[src/rtl/raster_ram_writer_pkg.sv]
// Shared types for the raster RAM writer: FSM state encoding and the
// word-index to byte-address shift.
package raster_ram_writer_pkg;

    typedef enum logic [1:0] {
        ST_IDLE  = 2'd0,
        ST_WRITE = 2'd1,
        ST_DONE  = 2'd2
    } state_e;

    // 4-byte bus words: byte address = base + (index << BYTE_SHIFT)
    localparam int unsigned BYTE_SHIFT = 2;

endpackage

[src/rtl/raster_ram_writer_ring_index.sv]
// Ring bookkeeping for the RAM writer: write index, latched kernel read index,
// and the derived fill count / full flag (one slot is always kept empty).
module ring_index #(
    parameter int PTR_WID = 16
) (
    input  logic               clk,
    input  logic               rst,
    input  logic               clear,
    input  logic               inc,
    input  logic [PTR_WID-1:0] cfg_len,
    input  logic [PTR_WID-1:0] kernel_rd_ptr,
    output logic [PTR_WID-1:0] wr_ptr,
    output logic [PTR_WID-1:0] count,
    output logic               full
);

    logic [PTR_WID-1:0] wr_q, wr_d, wr_inc;
    logic [PTR_WID-1:0] rd_q;

    always_comb begin
        wr_inc = wr_q + PTR_WID'(1);
        wr_d   = (wr_inc == cfg_len) ? '0 : wr_inc;
        // modular distance without needing a wider intermediate
        count  = (wr_q >= rd_q) ? (wr_q - rd_q) : (wr_q + (cfg_len - rd_q));
        full   = (count == (cfg_len - PTR_WID'(1)));
    end

    always_ff @(posedge clk) begin
        if (rst || clear) begin
            wr_q <= '0;
            rd_q <= '0;
        end else begin
            if (inc) begin
                wr_q <= wr_d;
            end
            if (kernel_rd_ptr < cfg_len) begin
                rd_q <= kernel_rd_ptr;
            end
        end
    end

    assign wr_ptr = wr_q;

endmodule

[src/rtl/raster_ram_writer.sv]
// Scanner-to-RAM bridge: one Wishbone write per committed ADC word into a ring.
// Optional RAM_WRITER_DROP_ON_FULL_EN: drop words while full instead of stalling.
module raster_ram_writer
    import raster_ram_writer_pkg::*;
#(
    parameter int MAX_ADC_DATA_WID = 24,
    parameter int BUS_DATA_WID     = 32,
    parameter int BUS_ADR_WID      = 32,
    parameter int PTR_WID          = 16
) (
    input  logic                        clk,
    input  logic                        rst,
    input  logic [MAX_ADC_DATA_WID-1:0] data,
    input  logic                        mem_commit,
    output logic                        mem_finished,
    input  logic [BUS_ADR_WID-1:0]      cfg_base,
    input  logic [PTR_WID-1:0]          cfg_len,
    input  logic                        clear,
    input  logic [PTR_WID-1:0]          kernel_rd_ptr,
    output logic [PTR_WID-1:0]          wr_ptr,
    output logic [PTR_WID-1:0]          count,
    output logic                        overflow,
`ifdef RAM_WRITER_DROP_ON_FULL_EN
    output logic [PTR_WID-1:0]          drop_count,
`endif
    output logic                        wb_cyc,
    output logic                        wb_stb,
    output logic                        wb_we,
    output logic [BUS_ADR_WID-1:0]      wb_adr,
    output logic [BUS_DATA_WID-1:0]     wb_dat_w,
    output logic [BUS_DATA_WID/8-1:0]   wb_sel,
    input  logic                        wb_ack
);

    // state    | meaning
    // ST_IDLE  | waiting for a commit; clear acts immediately
    // ST_WRITE | bus cycle open, holding adr/dat until ack
    // ST_DONE  | mem_finished high until the scanner drops mem_commit

    state_e                     state_q;
    logic                       cyc_q, stb_q, we_q, fin_q, ovf_q, clr_pend_q;
    logic [BUS_ADR_WID-1:0]     adr_q, adr_d;
    logic [BUS_DATA_WID-1:0]    dat_q, dat_d;
    logic signed [MAX_ADC_DATA_WID-1:0] data_s;
    logic                       full, ring_inc, ring_clear, done_exit;
`ifdef RAM_WRITER_DROP_ON_FULL_EN
    logic [PTR_WID-1:0]         drop_q;
`endif

    assign data_s     = data;
    assign dat_d      = BUS_DATA_WID'(data_s);
    assign adr_d      = cfg_base + (BUS_ADR_WID'(wr_ptr) << BYTE_SHIFT);
    assign done_exit  = (state_q == ST_DONE) && !mem_commit;
    assign ring_inc   = (state_q == ST_WRITE) && wb_ack;
    // a clear seen mid-transfer is parked and applied on the way back to IDLE
    assign ring_clear = ((state_q == ST_IDLE) && clear) ||
                        (done_exit && (clear || clr_pend_q));

    ring_index #(.PTR_WID(PTR_WID)) u_ring (
        .clk           (clk),
        .rst           (rst),
        .clear         (ring_clear),
        .inc           (ring_inc),
        .cfg_len       (cfg_len),
        .kernel_rd_ptr (kernel_rd_ptr),
        .wr_ptr        (wr_ptr),
        .count         (count),
        .full          (full)
    );

    always_ff @(posedge clk) begin
        if (rst) begin
            state_q    <= ST_IDLE;
            cyc_q      <= 1'b0;
            stb_q      <= 1'b0;
            we_q       <= 1'b0;
            fin_q      <= 1'b0;
            ovf_q      <= 1'b0;
            clr_pend_q <= 1'b0;
            adr_q      <= '0;
            dat_q      <= '0;
`ifdef RAM_WRITER_DROP_ON_FULL_EN
            drop_q     <= '0;
`endif
        end else begin
            case (state_q)
                ST_IDLE: begin
                    if (clear) begin
                        ovf_q  <= 1'b0;
`ifdef RAM_WRITER_DROP_ON_FULL_EN
                        drop_q <= '0;
`endif
                    end else if (mem_commit) begin
                        if (!full) begin
                            state_q <= ST_WRITE;
                            cyc_q   <= 1'b1;
                            stb_q   <= 1'b1;
                            we_q    <= 1'b1;
                            adr_q   <= adr_d;
                            dat_q   <= dat_d;
                        end else begin
                            ovf_q <= 1'b1;
`ifdef RAM_WRITER_DROP_ON_FULL_EN
                            state_q <= ST_DONE;
                            fin_q   <= 1'b1;
                            if (drop_q != '1) begin
                                drop_q <= drop_q + PTR_WID'(1);
                            end
`endif
                        end
                    end
                end
                ST_WRITE: begin
                    if (clear) begin
                        clr_pend_q <= 1'b1;
                    end
                    if (wb_ack) begin
                        cyc_q   <= 1'b0;
                        stb_q   <= 1'b0;
                        we_q    <= 1'b0;
                        fin_q   <= 1'b1;
                        state_q <= ST_DONE;
                    end
                end
                ST_DONE: begin
                    if (!mem_commit) begin
                        fin_q      <= 1'b0;
                        clr_pend_q <= 1'b0;
                        state_q    <= ST_IDLE;
                        if (clear || clr_pend_q) begin
                            ovf_q  <= 1'b0;
`ifdef RAM_WRITER_DROP_ON_FULL_EN
                            drop_q <= '0;
`endif
                        end
                    end else if (clear) begin
                        clr_pend_q <= 1'b1;
                    end
                end
                default: begin
                    state_q <= ST_IDLE;
                end
            endcase
        end
    end

    assign mem_finished = fin_q;
    assign overflow     = ovf_q;
    assign wb_cyc       = cyc_q;
    assign wb_stb       = stb_q;
    assign wb_we        = we_q;
    assign wb_adr       = adr_q;
    assign wb_dat_w     = dat_q;
    assign wb_sel       = '1;
`ifdef RAM_WRITER_DROP_ON_FULL_EN
    assign drop_count   = drop_q;
`endif

endmodule
[config.mk]
export PLATFORM = sky130hd
export DESIGN_NAME = raster_ram_writer
export DESIGN_NICKNAME = d
export VERILOG_FILES = /design/src/rtl/raster_ram_writer_pkg.sv /design/src/rtl/raster_ram_writer_ring_index.sv /design/src/rtl/raster_ram_writer.sv
export SDC_FILE = /design/constraint.sdc
export NUM_CORES = 1
export LEC_CHECK = 0
export BUFFER_PORTS_ARGS = -buffer_cell sky130_fd_sc_hd__buf_4
export CORE_ASPECT_RATIO = 1.25
export CORE_MARGIN = 3
export CORE_UTILIZATION = 30
export CTS_CLUSTER_SIZE = 12
export DETAILED_ROUTE_END_ITERATION = 8
export SYNTH_ARGS = -nofsm -noshare
export SYNTH_HDL_FRONTEND = slang
export SYNTH_SLANG_ARGS = --single-unit
export TNS_END_PERCENT = 10
[constraint.sdc]
create_clock -name clk -period 6.3 [get_ports clk]
set_clock_uncertainty 0.05 [all_clocks]
set_input_delay 1.26 -clock clk [delete_from_list [all_inputs] [get_ports clk]]
set_output_delay 1.26 -clock clk [all_outputs]
set_load 0.02 [all_outputs]
==> results of run 1 <==
[power groups by stage]
stage / logic (mW) / clock network (mW) / registers (mW)
after floorplan: 0.984 / 0 / 0.788
after global placement: 1.56 / 0 / 0.735
after detailed placement: 1.56 / 0 / 0.738
after CTS: 1.57 / 0.574 / 0.724
after global routing: 1.73 / 0.595 / 0.733
final: 1.57 / 0.566 / 0.723
[cell usage after synthesis, types with 13 or more instances]
library cell / number / share of area, %
o21ai_0: 85 / 5.0
dfxtp_1: 94 / 22
nor3_1: 13 / 0.76
clkbuf_1: 36 / 1.6
and3_1: 14 / 1.0
nor2_1: 47 / 2.1
xor2_1: 23 / 2.4
xnor2_1: 78 / 8.0
nand3_1: 72 / 4.2
a21oi_1: 124 / 7.2
a21o_1: 23 / 2.0
ha_1: 67 / 9.8
inv_1: 93 / 4.1
a311oi_1: 13 / 1.3
fa_1: 17 / 4.0
a211oi_1: 26 / 2.3
nand2_1: 69 / 3.0
buf_4: 16 / 1.4
nand2b_1: 13 / 0.95
[registers in the layout, summed over array words and instances (netlist names)]
register,count
wb_adr,32
wb_dat_w,24
u_ring.rd_q,16
u_ring.wr_ptr,16
state_q,2
clr_pend_q,1
mem_finished,1
overflow,1
wb_we,1
[per-stage QoR]
step	total power, mW	instance area (sq um)
final	2.862	10570
after global routing	3.054	10570
after CTS	2.868	10570
after detailed placement	2.300	10290
after global placement	2.292	10290
after floorplan	1.772	8581
[layer usage]
layer / GRT usage [%] / up-vias / share of wire, %
li1: - / 4306 / -
met1: 23.45 / 4058 / 43
met2: 33.40 / 271 / 50
met3: 2.339 / 31 / 5.4
met4: 4.984 / 0 / 1.9
met5: 0 / - / 0
[cells by family (layout without fill, tap and decap cells)]
family | after synthesis | after routing | synth area share [%]
other | 1 | 4 | 0.04376
adder cells (fa/ha/maj) | 84 | 84 | 13.75
buffers and inverters | 162 | 321 | 8.162
AO/OA/AOI/OAI | 360 | 360 | 26.43
AND/OR/NAND/NOR | 301 | 301 | 18.22
multiplexers | 7 | 7 | 0.8468
XOR/XNOR | 102 | 102 | 10.59
flip-flops | 94 | 94 | 21.96
[path summary, 6_finish.rpt]
kind,depth (start not counted),start,end,slack [ns]
max,13,cfg_len[1],count[12],0.75
min reg2reg,2,wb_adr[29],wb_adr[29],0.41
max reg2reg,16,u_ring.wr_ptr[1],wb_adr[0],1.16
min,2,wb_adr[29],wb_adr[29],0.41
[critical path: cells and delay by family]
family | cells | cell delay [ns]
compound gates | 5 | 1.07
xor+xnor | 1 | 0.20
fa+ha+maj | 2 | 1.01
buf+inv | 5 | 0.69
[cell type report]
| type | instances | area, sq um | area share, % |
|---|---|---|---|
| Inverter | 93 | 349.1 | 3.302 |
| Timing Repair Buffer | 212 | 1604 | 15.17 |
| Multi-Input combinational cell | 858 | 6017 | 56.91 |
| Clock inverter | 6 | 53.80 | 0.5089 |
| Sequential cell | 94 | 1882 | 17.80 |
| Clock buffer | 10 | 229.0 | 2.166 |
| Tap cell | 350 | 437.9 | 4.142 |
==> flow_metrics.py, run 1 <==
metrics = {
    "outcome": {
        "status": "finished clean",
    },
    "synth": {
        "synthCells": 1111,
        "synth-edff-count": 0,
        "ys_seq_area_share_pct": 21.96,
        "yosysWarnings": 0,
        "async_flop_share_pct": 0,
        "yosysUniqueCellTypes": 77,
        "syn_area_sq_um": 8569,
        "synth_seq_cells": 94,
        "avgSynthCellArea_sq_um": 7.713,
        "ys.flop_type": "dfxtp_1",
    },
    "power_and_ir_drop": {
        "powerDensity_nw_per_um2": 270.7,
        "pwr-share-clk_pct": 19.8,
        "sw_frac_of_total_pct": 44.83,
        "seqPwrFrac_pct": 25.3,
        "intPower_mw": 1.579,
        "p_leak_nw": 4.601,
        "power.switching_mw": 1.283,
        "ir_drop_mv": 0.1756,
        "power_frac_comb_pct": 55.0,
    },
    "sta": {
        "fin_ws_ns": 0.7545,
        "final.min_clock_period_ns": 5.545,
        "hold_slack_ns": 0.4108,
        "maxSlewHeadroom_pct": 51.22,
        "hold_viol_final": 0,
        "rsz0062_at_grt": "no",
        "post-route-period-util_pct": 88.02,
        "slew_violations": 0,
        "finalSetupTns_ns": 0,
        "worstMarginPinSlew_ns": 0.7317,
        "max_freq_ghz": 0.1803,
        "setup_violations": 0,
    },
    "cts": {
        "cts_tree": "built",
        "cts_resized": 0,
        "cts_made_buffers": 9,
        "clk_latency_ns": 0.37,
        "post_cts_buffers": 0,
        "clockBufferDepth": 2,
        "cts_sinks": 94,
        "clk_pin_slew_ns": 0.08,
        "cts-root-buf": "clkbuf_16",
        "htree_levels": 3,
        "ctsHoldBuffers": 0,
    },
    "drt": {
        "num_vias": 8666,
        "ant_nets": 0,
        "post_drt_wl_per_cell_um": 18.24,
        "avgViaCountPerCell": 5.339,
        "routed_wirelength_um": 29600,
        "drc": 0,
        "firstDrtPassIters": 5,
        "initialDrtViolationCount": 552,
    },
    "placement": {
        "post-place-ws_ns": 0.4602,
        "place.gp.congestion": 0.9109,
        "place_hpwl_um": 23750,
        "dp.cells": 1607,
        "numPortBuffers": 193,
    },
    "setup_path": {
        "crit_fanout": 4,
        "worstPathArrival_ns": 4.24,
        "path_cells": "buf_4, inv_1, fa_1, inv_1, fa_1, a21o_1, a221oi_1, buf_4, o21a_1, o21ai_0, xnor2_1, o21ai_0, buf_4",
        "crit_top_cell": "buf_4",
        "crit_path_max_incr_delay_ns": 0.54,
        "critical_path_required_ns": 4.99,
        "endpoint_kind": "output pin",
        "critPathLaunchType": "input port",
        "cp_slowest_cell": "fa_1",
        "critPathKind": "input port to output pin",
    },
    "die": {
        "design.die.area_sq_um": 30640,
        "die_y_um": 195.0,
        "io_pins": 198,
        "rows": 68,
        "dieWidth_um": 157.2,
        "fp.coreArea_sq_um": 27910,
        "start_util_pct": 30.71,
    },
    "global_route": {
        "grt_max_degree": 63,
        "grt_pass1_vias": 8481,
        "grt_pass1_wl_um": 45950,
        "antenna_found_initial": 0,
        "grt_overflow_total": 0,
        "grt_usage_pct": 18.69,
    },
    "layout": {
        "insertedDiodeCount": 0,
        "final_cells": 1623,
        "final_cell_mix": "buf_4, a21oi_1, dfxtp_1, inv_1, o21ai_0",
        "nets": 1445,
        "num-fill-cells": 2943,
        "drive_above_1_share_pct": 19.72,
        "area_growth_pct": 23.38,
        "final_util_pct": 37.89,
        "final_common_cell": "buf_4",
    },
    "flow_run": {
        "cap_violations": 0,
    },
    "hold_path": {
        "hold_path.class": "flop to flop",
    },
}
No activity file was read; power rests on OpenSTA's default activity.
==> inputs of run 2 (changes only) <==
--- a/config.mk
+++ b/config.mk
@@ -8,9 +8,10 @@
 export BUFFER_PORTS_ARGS = -buffer_cell sky130_fd_sc_hd__buf_4
 export CORE_ASPECT_RATIO = 1.25
 export CORE_MARGIN = 3
-export CORE_UTILIZATION = 30
+export CORE_UTILIZATION = 56
 export CTS_CLUSTER_SIZE = 12
 export DETAILED_ROUTE_END_ITERATION = 8
+export PLACE_DENSITY = 0.82
 export SYNTH_ARGS = -nofsm -noshare
 export SYNTH_HDL_FRONTEND = slang
 export SYNTH_SLANG_ARGS = --single-unit
==> run 2 against run 1 <==
First-iteration DRC count is 42% higher; global-route usage rose by 12 points; register-to-register slack improved by 0.02 ns.
==> flow_metrics.py, run 2 (synthesized netlist as in run 1, its figures left out) <==
metrics = {
    "power_and_ir_drop": {
        "finalPower_mw": 2.896,
        "p_leak_nw": 4.583,
        "powerDensity_nw_per_um2": 280.3,
        "ir_drop_mv": 0.2661,
    },
    "global_route": {
        "grt_overflow_total": 0,
        "grt_usage_pct": 30.31,
        "grt_pass1_wl_um": 40920,
        "gr-usage-met3_pct": 4.563,
        "top_usage_layer": "met2",
        "antenna_found_initial": 0,
        "grt_pass1_vias": 8505,
        "grtUsageMet2_pct": 54.79,
        "grt_max_degree": 63,
        "met1_usage_pct": 35.95,
    },
    "layout": {
        "final_cell_mix": "buf_4, a21oi_1, dfxtp_1, inv_1, o21ai_0",
        "final_common_cell": "buf_4",
        "insertedDiodeCount": 0,
        "num-fill-cells": 1261,
        "final_util_pct": 70.21,
        "nets": 1438,
        "area_growth_pct": 20.56,
        "final_cells": 1444,
        "drive_above_1_share_pct": 19.27,
        "largest_reg_flops": 32,
        "fin_area_sq_um": 10330,
    },
    "cts": {
        "cts-root-buf": "clkbuf_16",
        "cts_resized": 0,
        "clockBufferDepth": 2,
        "cts_made_buffers": 9,
        "ctsHoldBuffers": 0,
        "clk_latency_ns": 0.36,
        "cts_sinks": 94,
        "htree_levels": 3,
        "clk_pin_slew_ns": 0.07,
        "cts_tree": "built",
        "post_cts_buffers": 0,
    },
    "die": {
        "start_util_pct": 58.24,
        "io_pins": 198,
        "rows": 49,
        "design.die.area_sq_um": 16830,
        "die_y_um": 144.3,
        "dieWidth_um": 116.6,
        "fp.coreArea_sq_um": 14710,
    },
    "sta": {
        "setup_violations": 0,
        "final.min_clock_period_ns": 5.533,
        "post-route-period-util_pct": 87.83,
        "hold_viol_final": 0,
        "slew_violations": 0,
        "finalSetupTns_ns": 0,
        "worstMarginPinSlew_ns": 1.206,
        "rsz0062_at_grt": "no",
        "max_freq_ghz": 0.1807,
        "maxSlewHeadroom_pct": 19.43,
    },
    "drt": {
        "routed_wirelength_um": 26070,
        "initialDrtViolationCount": 783,
        "avgViaCountPerCell": 6.167,
        "drc": 0,
        "firstDrtPassIters": 6,
        "ant_nets": 0,
        "post_drt_wl_per_cell_um": 18.06,
        "num_vias": 8905,
    },
    "hold_path": {
        "hold_path.class": "flop to flop",
        "min_path_cells": 2,
    },
    "placement": {
        "place.gp.congestion": 0.9646,
        "numPortBuffers": 193,
        "dp.cells": 1428,
        "place_hpwl_um": 20420,
        "place_area_sq_um": 10010,
    },
    "setup_path": {
        "worstPathArrival_ns": 4.22,
        "crit_fanout": 4,
        "regToRegSetupSlack_ns": 1.18,
        "rr_worst_depth": 16,
        "critPathLaunchType": "input port",
        "endpoint_kind": "output pin",
        "critical_path_required_ns": 4.99,
        "critPathKind": "input port to output pin",
    },
    "flow_run": {
        "cap_violations": 0,
    },
    "outcome": {
        "status": "finished clean",
    },
}
==> run 2: cell types whose count changed in the layout (fill, tap and decap cells not counted), sizes merged <==
cell	change
bufinv	+2
inv	-1
clkinv	+1
buf	-7
clkinvlp	-2
==> run 2: path summary, 6_finish.rpt <==
path | from | end
worst max-delay path | cfg_len[1] | count[14]
worst min-delay path | wb_adr[5] | wb_adr[5]
worst max register to register | u_ring.wr_ptr[1] | overflow
worst min register to register | wb_adr[5] | wb_adr[5]
==> run 2: final cells by class <==
type | instances | area, sq um | share of cell area, %
Timing Repair Buffer | 205 | 1539 | 14.90
Clock inverter | 6 | 92.59 | 0.8962
Inverter | 93 | 349.1 | 3.379
Multi-Input combinational cell | 858 | 6017 | 58.24
Sequential cell | 94 | 1882 | 18.21
Clock buffer | 10 | 229.0 | 2.216
Tap cell | 178 | 222.7 | 2.156
==> run 2: worst max-delay path: stages <==
cell      delay [ns]
buf_4           0.11
inv_1           0.09
fa_1            0.54
inv_1           0.07
fa_1            0.49
a21o_1          0.21
a221oi_1        0.30
buf_4           0.20
o21ai_0         0.10
a211oi_1        0.22
nor4_1          0.11
or2_2           0.36
buf_4           0.16
==> run 2: report_power, final <==
group          switching, mW  leakage (nW)  total (mW)  internal [mW]
sequential            0.0555         0.767       0.725          0.669
combinational          0.920          3.66        1.55          0.630
clock                  0.269         0.155       0.622          0.352
==> run 2: stage by stage <==
step	setup WS, ns	hold WS (ns)
CTS	0.8269	0.4248
detailed placement	0.5571	0.4143
global placement	0.6593	0.3954
global route	0.6706	0.4430
finish	0.7669	0.4219
floorplan	0.8245	0.4075
==> run 2: layer usage <==
metal	part of all wire [%]	routed length, um
met5	0	0
met4	3.3	860
met3	7.7	2006
met2	50	12980
met1	39	10220
==> inputs of run 3 (changes only) <==
--- a/config.mk
+++ b/config.mk
@@ -8,10 +8,11 @@
 export BUFFER_PORTS_ARGS = -buffer_cell sky130_fd_sc_hd__buf_4
 export CORE_ASPECT_RATIO = 1.25
 export CORE_MARGIN = 3
-export CORE_UTILIZATION = 56
+export CORE_UTILIZATION = 57
+export CTS_BUF_LIST = sky130_fd_sc_hd__clkbuf_8
 export CTS_CLUSTER_SIZE = 12
 export DETAILED_ROUTE_END_ITERATION = 8
-export PLACE_DENSITY = 0.82
+export PLACE_DENSITY = 0.84
 export SYNTH_ARGS = -nofsm -noshare
 export SYNTH_HDL_FRONTEND = slang
 export SYNTH_SLANG_ARGS = --single-unit
==> run 3 against run 2 <==
Maximum frequency shrank 0.13%; non-clock buffer count grew 1; die area shrank 1.7%; core utilization is essentially flat.
==> flow_metrics.py, run 3 (synthesized netlist as in run 1, its figures left out) <==
metrics = {
    "setup_path": {
        "critPathKind": "input port to output pin",
        "path_cells": "buf_4, inv_1, fa_1, inv_1, fa_1, a21o_1, a221oi_1, buf_4, o21a_1, o21ai_0, xnor2_1, o21ai_0, buf_4",
        "crit_path_max_incr_delay_ns": 0.54,
        "regToRegEndpoint": "wb_adr[31]",
        "worst-path-stages": 13,
        "endpoint_kind": "output pin",
        "crit_fanout": 4,
        "cp_top_family": "adder cells",
        "rr_worst_depth": 16,
        "r2r_start": "u_ring.wr_ptr[1]",
        "crit_top_cell": "buf_4",
        "worstPathArrival_ns": 4.23,
        "path_buf_inv": 5,
        "critical_path_required_ns": 4.99,
        "regToRegSetupSlack_ns": 1.29,
        "cp_slowest_cell": "fa_1",
        "critPathLaunchType": "input port",
    },
    "layout": {
        "largest_reg_flops": 32,
        "final_cell_mix": "buf_4, a21oi_1, inv_1, dfxtp_1, o21ai_0",
        "drive_above_1_share_pct": 19.34,
        "insertedDiodeCount": 0,
        "area_growth_pct": 19.00,
        "final_common_cell": "buf_4",
        "nets": 1439,
    },
    "hold_path": {
        "min_path_cells": 2,
        "hold_end": "wb_adr[12]",
        "worstHoldStart": "wb_adr[12]",
        "hold_path.class": "flop to flop",
    },
    "sta": {
        "final.min_clock_period_ns": 5.540,
        "maxSlewHeadroom_pct": 22.38,
        "hold_viol_final": 0,
        "setup_violations": 0,
        "max_freq_ghz": 0.1805,
        "hold_slack_ns": 0.4172,
        "rsz0062_at_grt": "no",
        "post-route-period-util_pct": 87.94,
        "finalSetupTns_ns": 0,
        "worstMarginPinSlew_ns": 1.161,
        "slew_violations": 0,
    },
    "cts": {
        "clk_pin_slew_ns": 0.10,
        "cts_resized": 0,
        "post_cts_buffers": 0,
        "cts_sinks": 94,
        "cts_tree": "built",
        "htree_levels": 3,
        "ctsHoldBuffers": 0,
        "clk_latency_ns": 0.40,
        "cts-root-buf": "clkbuf_8",
        "clockBufferDepth": 2,
        "cts_made_buffers": 9,
    },
    "placement": {
        "numPortBuffers": 193,
        "place_hpwl_um": 20440,
        "place.gp.congestion": 0.9444,
    },
    "die": {
        "die_y_um": 143.1,
        "rows": 49,
        "io_pins": 198,
        "fp.coreArea_sq_um": 14530,
        "start_util_pct": 58.98,
        "dieWidth_um": 115.7,
        "design.die.area_sq_um": 16550,
    },
    "global_route": {
        "grt_pass1_vias": 8447,
        "antenna_found_initial": 0,
        "grt_usage_pct": 30.83,
        "grt_max_degree": 63,
        "grt_pass1_wl_um": 41260,
        "grt_overflow_total": 0,
    },
    "power_and_ir_drop": {
        "p_leak_nw": 4.524,
        "powerDensity_nw_per_um2": 262.0,
        "ir_drop_mv": 0.2169,
    },
    "drt": {
        "initialDrtViolationCount": 864,
        "post_drt_wl_per_cell_um": 17.84,
        "avgViaCountPerCell": 6.131,
        "firstDrtPassIters": 8,
        "ant_nets": 0,
        "num_vias": 8860,
        "drc": 0,
        "routed_wirelength_um": 25770,
    },
    "flow_run": {
        "cap_violations": 0,
    },
    "outcome": {
        "status": "finished clean",
    },
}
[run 3: how the worst max path moves through the flow]
stage | start | slack [ns] | end
2_1_floorplan | cfg_len[4] | 0.82 | count[12]
3_3_place_gp | cfg_len[1] | 0.71 | wb_adr[9]
3_5_place_dp | cfg_len[1] | 0.63 | wb_adr[31]
4_1_cts | cfg_len[1] | 0.84 | count[12]
5_1_grt | cfg_len[1] | 0.64 | count[12]
6_report | cfg_len[1] | 0.76 | count[12]
[run 3: layout make-up]
type | instances | area (sq um)
Multi-Input combinational cell | 858 | 6017
Fill cell | 1271 | 4333
Sequential cell | 94 | 1882
Timing Repair Buffer | 206 | 1546
Inverter | 93 | 349.1
Tap cell | 178 | 222.7
Clock buffer | 9 | 123.9
Clock inverter | 7 | 56.30
[run 3: metrics by stage]
| step | worst slack [ns] | utilization (%) | area [sq um] | power, mW | cells |
|---|---|---|---|---|---|
| final | 0.7597 | 70.18 | 10200 | 2.672 | 1445 |
| after global routing | 0.6414 | 70.18 | 10200 | 2.845 | 1445 |
| after CTS | 0.8403 | 70.18 | 10200 | 2.658 | 1445 |
| after detailed placement | 0.6285 | 68.94 | 10020 | 2.261 | 1429 |
| after floorplan | 0.8245 | - | 8581 | 1.772 | 1114 |
| after global placement | 0.7135 | 68.94 | 10020 | 2.241 | 1429 |
[run 3: worst reg2reg max path, stage by stage, from the launching register on]
cell	delay, ns
dfxtp_1	0.59
inv_1	0.19
fa_1	0.54
inv_1	0.07
fa_1	0.47
a21o_1	0.20
a221oi_1	0.26
buf_4	0.19
o21a_1	0.16
o21ai_0	0.11
xnor2_1	0.20
o31ai_1	0.26
o22ai_1	0.19
or4_2	0.84
buf_4	0.29
a21oi_1	0.18
a211oi_1	0.06
[run 3: layer usage]
layer | track usage, % | up-vias | wire length (um)
met5 | 0 | - | 0
met4 | 11.18 | 0 | 779
met3 | 4.239 | 58 | 1835
met2 | 55.64 | 380 | 12900
met1 | 37.03 | 4135 | 10260
li1 | - | 4287 | -
[run 3: power by group]
group | switching [mW] | total [mW] | internal (mW)
Combinational | 0.920 | 1.55 | 0.630
Clock | 0.252 | 0.401 | 0.149
Sequential | 0.0517 | 0.721 | 0.669
Total | 1.22 | 2.67 | 1.45
